File: config.mk
export PLATFORM = sky130hd
export DESIGN_NAME = operand_accumulator
export DESIGN_NICKNAME = d
export VERILOG_FILES = /design/src/rtl/operand_accumulator.sv
export SDC_FILE = /design/constraint.sdc
export NUM_CORES = 1
export LEC_CHECK = 0
export CORE_UTILIZATION = 46
export CTS_BUF_LIST = sky130_fd_sc_hd__clkbuf_16
export DETAILED_ROUTE_END_ITERATION = 10
export GPL_ROUTABILITY_DRIVEN = 0
export PLACE_DENSITY_LB_ADDON = 0.12
export REMOVE_ABC_BUFFERS = 1
export SYNTH_ARGS = -nofsm -noshare
export SYNTH_HDL_FRONTEND = slang
export SYNTH_HIERARCHICAL = 1
export SYNTH_SLANG_ARGS = --single-unit
File: constraint.sdc
create_clock -name clk -period 4.6 [get_ports clk]
set_input_delay 1.15 -clock clk [delete_from_list [all_inputs] [get_ports clk]]
set_output_delay 1.15 -clock clk [all_outputs]
set_load 0.005 [all_outputs]
File: src/rtl/operand_accumulator.sv
`default_nettype none
// +--------------------------------------------------------------------------+
// | Module      : operand_accumulator (with full_adder)                      |
// | Description : Streams len N-bit operands through an N-bit full adder and |
// |               returns {carry count, low word} over a valid/ready port.   |
// | Revision    : 1.0 - initial release                                      |
// +--------------------------------------------------------------------------+

module full_adder #(
    parameter int N = 8
) (
    input  logic [N-1:0] a,
    input  logic [N-1:0] b,
    input  logic         cin,
    output logic [N-1:0] sum,
    output logic         cout
);
    logic [N:0] w_carry;

    assign w_carry[0] = cin;

    for (genvar i = 0; i < N; i++) begin : g_bit
        assign sum[i]       = a[i] ^ b[i] ^ w_carry[i];
        assign w_carry[i+1] = (a[i] & b[i]) | (w_carry[i] & (a[i] ^ b[i]));
    end

    assign cout = w_carry[N];
endmodule

module operand_accumulator #(
    parameter int N     = 8,
    parameter int CNT_W = 4
) (
    input  logic                 clk,
    input  logic                 rst_n,
    input  logic                 start,
    input  logic [CNT_W-1:0]     len,
    input  logic                 in_valid,
    output logic                 in_ready,
    input  logic [N-1:0]         in_data,
    output logic                 out_valid,
    input  logic                 out_ready,
    output logic [N+CNT_W-1:0]   out_sum,
    output logic                 busy
);
    typedef enum logic [1:0] {
        S_IDLE = 2'd0,
        S_ACC  = 2'd1,
        S_DONE = 2'd2
    } state_t;

    state_t           r_state;
    state_t           w_next;
    logic [N-1:0]     r_low;
    logic [CNT_W-1:0] r_high;
    logic [CNT_W-1:0] r_remaining;
    logic [N-1:0]     w_sum;
    logic             w_cout;
    logic             w_accept;

    full_adder #(.N(N)) u_adder (
        .a    (r_low),
        .b    (in_data),
        .cin  (1'b0),
        .sum  (w_sum),
        .cout (w_cout)
    );

    always_ff @(posedge clk or negedge rst_n) begin
        if (!rst_n) begin
            r_state <= S_IDLE;
        end else begin
            r_state <= w_next;
        end
    end

    // Handshake outputs depend on r_state only, never on the inputs.
    always_comb begin
        w_next    = r_state;
        in_ready  = 1'b0;
        out_valid = 1'b0;
        busy      = (r_state != S_IDLE);
        case (r_state)
            S_IDLE: begin
                if (start) begin
                    w_next = (len != '0) ? S_ACC : S_DONE;
                end
            end
            S_ACC: begin
                in_ready = 1'b1;
                if (in_valid && (r_remaining == CNT_W'(1))) begin
                    w_next = S_DONE;
                end
            end
            S_DONE: begin
                out_valid = 1'b1;
                if (out_ready) begin
                    w_next = S_IDLE;
                end
            end
            default: w_next = S_IDLE;
        endcase
    end

    assign w_accept = in_valid & in_ready;

    always_ff @(posedge clk or negedge rst_n) begin
        if (!rst_n) begin
            r_low       <= '0;
            r_high      <= '0;
            r_remaining <= '0;
        end else if ((r_state == S_IDLE) && start) begin
            r_low       <= '0;
            r_high      <= '0;
            r_remaining <= len;
        end else if (w_accept) begin
            r_low       <= w_sum;
            r_high      <= r_high + CNT_W'(w_cout);
            r_remaining <= r_remaining - CNT_W'(1);
        end
    end

    assign out_sum = {r_high, r_low};
endmodule

`default_nettype wire

==> results.cfg <==
[layout]
antenna_cells = 0
synthToLayoutAreaGrowth_pct = 42.2
drive_gt1_frac = 0.187
instances_no_fill = 151
finalInstanceArea_mm2 = 0.00153
nets = 154
fillers = 176

[worst_setup_path]
crit_arrival_ps = 4580
crit_end = r_high[1]
endpoint_kind = flip-flop
rr_worst_depth = 15
startpoint = in_data[0]
r2r_end = r_high[1]
reg2reg_from = r_low[0]
critPathLaunchType = input pin
r2r_slack_ps = 750
crit_fanout = 2
crit_required_ps = 4730
worstSetupPathType = input pin to flip-flop

[pwr]
netSwitchingFraction = 0.352
pwr_density_cell_mw_per_mm2 = 604
p_switching_uw = 325
leakagePower_nw = 0.669
ir_drop_v = 0.000437
p_int_uw = 598
power_frac_comb = 0.481
total_power_uw = 922
clkPwrFrac = 0.185
p_seq_frac = 0.333

[route]
dr.pass1.iters = 4
drc = 0
wirelength_met1_um = 974
dr.first_iter.drc_count = 14
vias = 809
wire_per_inst_um = 14.5
wirelength_mm = 2.18
wl_met3_um = 85
wl_met2_mm = 1.09
antenna_left = 0
dr.max_layer_used = met4
drt-vias-per-instance = 5.36

[global_routing]
grt_first_pass_wirelength_mm = 3.78
grt_usage = 0.202
antenna_found_initial = 0
first_global_vias = 833
grt_max_degree = 19
gr-total-overflow = 0

[synthesis]
synth_common_cells = dfrtp_1 (18), inv_1 (14), a22o_1 (10), fa_1 (8)
synth_seq_area_share = 0.420
syn_area_mm2 = 0.00107
synthFlopType = dfrtp_1
yosys.area_share.xor_xnor = 0
yosysMostFrequentCell = dfrtp_1
synth-edff-count = 0
ys_warn_count = 6
avgSynthCellArea_um2 = 11.8
async_reset_ff_frac = 1.00
yosysTopAreaCell = dfrtp_1
synth_top_area_share = 0.420
synthCells = 91
synth_area_leaders = dfrtp_1 (42%), fa_1 (15%), a22o_1 (8.2%), inv_1 (4.9%), ha_1 (4.7%)
yosysUniqueCellTypes = 29
yosys.area_share.simple = 0.139
ys_ff_latch = 18
yosys.area_share.adder = 0.196
synth_top_family_by_area = adder cells
synth-compound-area-share = 0.156
synthMuxAreaShare = 0.0186

[worst_hold_path]
min_path_cells = 1
worstHoldStart = r_low[7]
worstHoldPathType = flip-flop to flip-flop

[sta]
slew_viol_final = 0
finalWorstSetupSlack_ps = 150
hold_viol = 0
min_period_ps = 4450
whs_ps = 523
setup_viol_count_final = 0
tightest_slew_ps = 789
fin_worst_skew_ps = 0.951
fmax_mhz = 225
relSlewSlack = 0.472
post-route-period-util = 0.967
rsz0062_at_grt = false

[floorplan]
ios = 32
initial_core_util = 0.485
die_height_um = 50.3
die_area_mm2 = 0.00253
rows = 17
core_area_mm2 = 0.00221
die_w_um = 50.3

[status]
status = finished clean

[clock_tree]
cts.sinks = 18
worst_skew_pair.late_latency_ps = 250
cts_buffers = 3
ctsHoldBuffers = 0
cts_tree = built
cts_root_buf = clkbuf_16
cts_max_level = 1
cts_buffer_depth = 2
clk_pin_slew_ps = 50

[placed_design]
port_buffers = 31
place_area_mm2 = 0.00141
hpwl_mm = 1.60
dp_cells = 148
pre_cts_ws_ps = -665

[flow_run]
drv_cap = 0
-- state kept, by name, indices dropped and copies added (netlist names) --
signal and cells:
r_high 4, r_remaining 4, r_state 2, r_low 8
-- area by class of cell --
cell class	count	area, um^2	share of cell area
clock buffers	3	75.1	0.0492
inverters	14	52.6	0.0344
multi-input cells	56	596	0.390
flip-flops and latches	18	450	0.295
well taps	28	35.0	0.0230
repair buffers	32	318	0.208
-- worst min path at each step --
| stage | end | slack [ps] |
|---|---|---|
| after floorplan | r_remaining[1] | 500 |
| after global placement | r_low[1] | 510 |
| after detailed placement | r_low[7] | 520 |
| after CTS | r_low[7] | 530 |
| after global routing | r_low[7] | 570 |
| final | r_low[7] | 520 |
-- metrics by stage --
stage               utilization  TNS [ps]
global placement          0.636     -2250
finish                    0.690         0
CTS                       0.690         0
floorplan                     -     -37.1
detailed placement        0.636     -2590
global route              0.690         0
-- placed cells by master, fill, tap and decap left out, types with 3 or more instances in the layout --
cell type         n
clkdlybuf4s50_1  30
dfrtp_1          18
inv_1            10
a22o_1           10
fa_2              8
a21oi_1           4
inv_2             4
a221o_1           3
clkbuf_16         3
-- kinds of logic (layout without fill, tap and decap cells) --
group / after synthesis / count (layout)
AOI/OAI and AO/OA: 22 / 22
adders and majority gates: 12 / 12
buffers and inverters: 17 / 49
DFF: 18 / 18
muxes: 2 / 2
other: 1 / 1
and+or+nand+nor: 19 / 19
-- layer usage --
metal	vias to the layer above	GRT usage
met5	-	0
met4	0	0.0926
met3	4	0.0576
met2	17	0.316
met1	406	0.258
li1	382	-
-- repair_timing --
item / in CTS / in global routing
gates cloned: 0 / 0
resized for setup: 17 / 0
pin swaps: 8 / 3
endpoints found under the setup margin: 5 / 3
setup buffers: 0 / 0
-- power groups by stage --
stage	clock, mW	sequential [mW]	combinational, mW
2_1_floorplan	0	0.295	0.238
3_3_place_gp	0	0.300	0.408
3_5_place_dp	0	0.305	0.421
4_1_cts	0.173	0.307	0.452
5_1_grt	0.177	0.319	0.503
6_report	0.171	0.307	0.444
-- critical path, cell delays in order --
cell and delay (ps):
clkdlybuf4s15_1 180, fa_2 330, inv_2 70, fa_2 200
inv_2 40, fa_2 350, fa_2 350, fa_2 360
fa_2 340, fa_2 350, inv_2 70, fa_2 190
inv_2 40, ha_4 160, ha_4 200, a22o_1 200
Note: power is estimated with default switching activity, not from simulation.
==> patch 1 (same settings) <==
Reset style: synchronous (`rst_n`), changed in 2 clocked blocks.
--- a/src/rtl/operand_accumulator.sv
+++ b/src/rtl/operand_accumulator.sv
@@ -66,7 +66,7 @@
         .cout (w_cout)
     );
 
-    always_ff @(posedge clk or negedge rst_n) begin
+    always_ff @(posedge clk) begin
         if (!rst_n) begin
             r_state <= S_IDLE;
         end else begin
@@ -104,7 +104,7 @@
 
     assign w_accept = in_valid & in_ready;
 
-    always_ff @(posedge clk or negedge rst_n) begin
+    always_ff @(posedge clk) begin
         if (!rst_n) begin
             r_low       <= '0;
             r_high      <= '0;
Formal check against the unedited RTL: differs if rst_n is asserted again (counterexample within 4 cycles, from zero or initial values and one cycle with rst_n low); with rst_n held inactive, the same outputs for 10 cycles.
==> patch 1 against the original RTL <==
- worst setup slack better by 0.058 ns
- area after synthesis down 1.0%
- critical path depth is 1 higher
- highest routed layer unchanged
- sequential cell count is the same
- non-clock buffer count down 1
- sequential share of layout area decreased by 5.5 points
- die area fell by 1.0%
- final area fell by 1.6%
- wire length rose by 8.7%
Power is not compared: it rests on default switching activity, and its combinational part moved more than twofold at a synthesized area within 25%.
==> patch 1: results (changes against the original RTL) <==
* Unique masters post-synth at 32 (+10%)
* Reg2Reg Depth at 16 (+1)
* Critical path launch point: in_data[0]
* Setup Viol. Count Final at 0 (unchanged)
* WP data arrival at 4.57 ns (about the same)
* Hpwl dp at 1710 µm (+6.9%)
* Max stage delay on crit path at 0.36 ns (about the same)
* Hold Path Origin: r_low[7]
* Actual slew at the worst max-slew pin at 0.626 ns (-0.163 ns)
* Min-Delay Path Class: flop to flop
* Worst R2R Setup Slack at 0.83 ns (+0.08 ns)
* Critical Path Sink: r_high[1]
* Share of cells above drive strength 1 at 16.7% (-2.0 points)
* Status: finished clean
* Gr usage total at 21.4% (+1.2 points)
* Synth async-reset ratio at 0% (-100 points)
* Via-per-instance ratio at 5.32 (-0.70%)
* CP Max Fanout at 2 (unchanged)
* Vias in the first global route at 910 (+9.2%)
* Post-synth top cells: 22 x nand2_1, 18 x dfxtp_1, 16 x inv_1, 14 x a21oi_1, 8 x fa_1
* Reg-to-Reg Start: r_low[0]
* Initial antenna violation count at 0 (unchanged)
* Cell area after placement at 1380 µm² (-2.1%)
* Detailed Route Iter0 Violations at 18 (+4)
* Top_reg_cell synth: dfxtp_1
* H-tree depth reported by CTS at 1 (unchanged)
* Nets at 180 (+17%)
* Sequential share of the synthesized area at 33.9% (-8.0 points)
* Filler cells at 173 (-1.7%)
* Largest net degree at the start of global routing at 18 (-1)
* Clock Skew at 0.00140 ns (+0.000446 ns)
* Clk_lat worst skew at 0.25 ns (about the same)
* Mean routed wirelength per cell at 13.3 µm (-7.8%)
* Top Registers: r_low x8, r_high x4, r_remaining x4
* Ranking of synthesized cells by area: dfxtp_1 34%, fa_1 15%, nand2_1 7.8%, a21oi_1 6.6%, inv_1 5.7%
* First-pass GRT wire length at 4060 µm (+7.3%)
==> patch 1: cell types whose count changed in the layout (fill, tap and decap cells not counted), moves of 3 or more <==
cell	before	now
dfxtp_1	0	18
a22o_1	10	0
a21oi_1	4	13
dfrtp_1	18	0
nand2_1	0	21
a221o_1	3	0
==> patch 1: per-stage QoR <==
stage	setup TNS [ns]	utilization [%]	setup WS, ns	cells
after floorplan	0	-	0.0430	115
after global placement	-2.19	62.8	-0.531	174
after detailed placement	-2.64	62.8	-0.642	174
after CTS	0	67.3	0.00993	178
after global routing	0	68.5	0.0688	178
final	0	68.5	0.208	178
==> patch 1: repair_timing <==
item                       CTS  global route
gates resized for setup     10            11
setup endpoints to repair    5             3
hold buffers                 0             0
pin swaps                    6            10
==> patch 1: worst max-delay path: cells and delay by family <==
family	cells	cell delay [ns]
simple gates	1	0.05
fa+ha+maj	10	2.91
compound gates	1	0.14
buf+inv	5	0.30
==> patch 1: cells by family (layout without fill, tap and decap cells) <==
logic type	after synthesis	in the layout	share of synthesized area [%]
adder cells (fa/ha/maj)	12	12	19.8
other	1	1	0.353
AO/OA/AOI/OAI	26	26	15.4
multiplexers	2	2	2.47
buffers and inverters	21	51	8.60
AND/OR/NAND/NOR	40	40	19.4
flip-flops	18	18	33.9
==> patch 1: worst min path at each step <==
stage / cells after the start / slack [ns] / endpoint
finish: 2 / 0.48 / r_low[7]
global route: 2 / 0.52 / r_remaining[3]
CTS: 2 / 0.49 / r_remaining[3]
detailed placement: 2 / 0.48 / r_remaining[3]
global placement: 2 / 0.46 / r_low[1]
floorplan: 2 / 0.46 / r_remaining[3]
==> patch 1: layer usage <==
layer  global-route usage [%]  share of wire (%)
met1                     26.2                 42
met4                     3.33               0.25
met5                        0                  0
met3                     4.94                4.7
met2                     38.0                 53
==> patch 1: where the power goes <==
group	internal (mW)	leakage, nW	switching (mW)
logic	0.0553	0.360	0.0481
registers	0.166	0.146	0.0122
clock network	0.115	0.0385	0.0565
==> patch 1: final cells by class <==
class                      count  share of cell area, %
sequential                    18                   24.0
inverter                      16                   4.00
tap                           28                   2.33
timing repair buffer          31                   20.3
clock buffer                   3                   5.00
multi-input combinational     81                   44.1
clock inverter                 1                  0.250
==> patch 2 (config.mk and constraints unchanged) <==
Without the edit above. `CNT_W`: 4 -> 3.
--- a/src/rtl/operand_accumulator.sv
+++ b/src/rtl/operand_accumulator.sv
@@ -29,7 +29,7 @@
 
 module operand_accumulator #(
     parameter int N     = 8,
-    parameter int CNT_W = 4
+    parameter int CNT_W = 3
 ) (
     input  logic                 clk,
     input  logic                 rst_n,
Ports: changed (resized len and out_sum); port bits go from 32 to 30. The function was not compared with the original's and may differ.
==> patch 2 against the original RTL <==
- area after synthesis decreased by 8.5%
- global-route usage decreased by 1.8 points
- wire length decreased by 19%
- power decreased by 9.6%
- critical endpoint is now r_high[2]
- count of clock-buffer cells in the layout unchanged
- final area decreased by 9.1%
- clock skew increased by 0.0016 ns
- sequential cell count decreased by 2
- critical path type unchanged
- hold slack got worse by 0.016 ns
- clock power decreased by 4%
- largest cell class unchanged
- worst setup slack improved by 0.055 ns
- cell count decreased by 9.9%
- sequential power decreased by 13%
==> patch 2: results (changes against the original RTL) <==
* Largest net degree at the start of global routing at 17 (-2)
* Status: finished clean
* Filler cells at 139 (-21%)
* Share of cells above drive strength 1 at 22.0% (+3.3 points)
* Worst R2R End: r_high[2]
* LEAKAGE at 0.617 nW (-7.8%)
* Hpwl dp at 1330 µm (-17%)
* First-pass GRT wire length at 2930 µm (-22%)
* Post-synthesis cell count at 80 (-12%)
* Sequential share of the synthesized area at 40.8% (-1.2 points)
* Slew margin rel. at 52.5% (+5.3 points)
* Reg2Reg Depth at 17 (+2)
* Resized Gates After CTS at 18 (+1)
* Vias in the first global route at 679 (-18%)
* WP data arrival at 4.50 ns (-0.08 ns)
* Placed instance count at 133 (-10%)
* Post-Route WL at 1780 µm (-19%)
* Cell area after placement at 1270 µm² (-9.5%)
* Detailed Route Iter0 Violations at 5 (-9)
* Clock Skew at 0.00253 ns (+0.00157 ns)
* Unique masters post-synth at 27 (-6.9%)
* Via-per-instance ratio at 5.09 (-5.0%)
* Via count at 692 (-14%)
* Ranking of synthesized cells by area: dfrtp_1 41%, fa_1 16%, a22o_1 8.0%, inv_1 5.4%, ha_1 5.1%
* Gr usage total at 18.4% (-1.8 points)
* Maximum VDD drop at 417 µV (-4.6%)
* Top Registers: r_low x8, r_high x3, r_remaining x3
* Post-synth top cells: 16 x dfrtp_1, 14 x inv_1, 9 x a22o_1, 8 x fa_1, 4 x ha_1
patch 2: layout make-up:
cell class              count  area [µm²]  share of cell area (%)
repair buffers             29         285                    20.6
multi-input cells          47         541                    39.0
flip-flops and latches     16         400                    28.9
well taps                  27        33.8                    2.43
clock buffers               3        75.1                    5.41
inverters                  14        52.6                    3.79
patch 2: power by group through the flow:
stage               logic [mW]  clock network (mW)  registers, mW
global placement         0.375                   0          0.260
floorplan                0.228                   0          0.255
finish                   0.404               0.164          0.266
global route             0.459               0.175          0.278
CTS                      0.414               0.168          0.268
detailed placement       0.388                   0          0.262
patch 2: metrics by stage:
| stage | setup WS [ns] | setup TNS, ns | utilization, % | hold slack, ns |
|---|---|---|---|---|
| floorplan | -0.0321 | -0.0524 | - | 0.471 |
| CTS | 0.00744 | 0 | 70.3 | 0.509 |
| finish | 0.205 | 0 | 70.0 | 0.507 |
| global route | 0.0532 | 0 | 70.0 | 0.523 |
| detailed placement | -0.649 | -2.01 | 64.2 | 0.493 |
| global placement | -0.605 | -1.79 | 64.2 | 0.501 |
patch 2: how the worst min path moves through the flow:
stage	start	end	depth (start not counted)
6_report	r_remaining[2]	r_remaining[2]	1
5_1_grt	r_remaining[2]	r_remaining[2]	1
4_1_cts	r_remaining[2]	r_remaining[2]	1
3_5_place_dp	r_remaining[2]	r_remaining[2]	1
3_3_place_gp	r_remaining[2]	r_remaining[2]	1
2_1_floorplan	r_remaining[2]	r_remaining[2]	1
patch 2: metal layers:
metal | up-vias | track usage (%) | wire length (µm)
li1 | 331 | - | -
met1 | 340 | 25.2 | 816
met2 | 21 | 28.8 | 848
met3 | 0 | 5.56 | 111
met4 | 0 | 4.44 | 0
met5 | - | 0 | 0
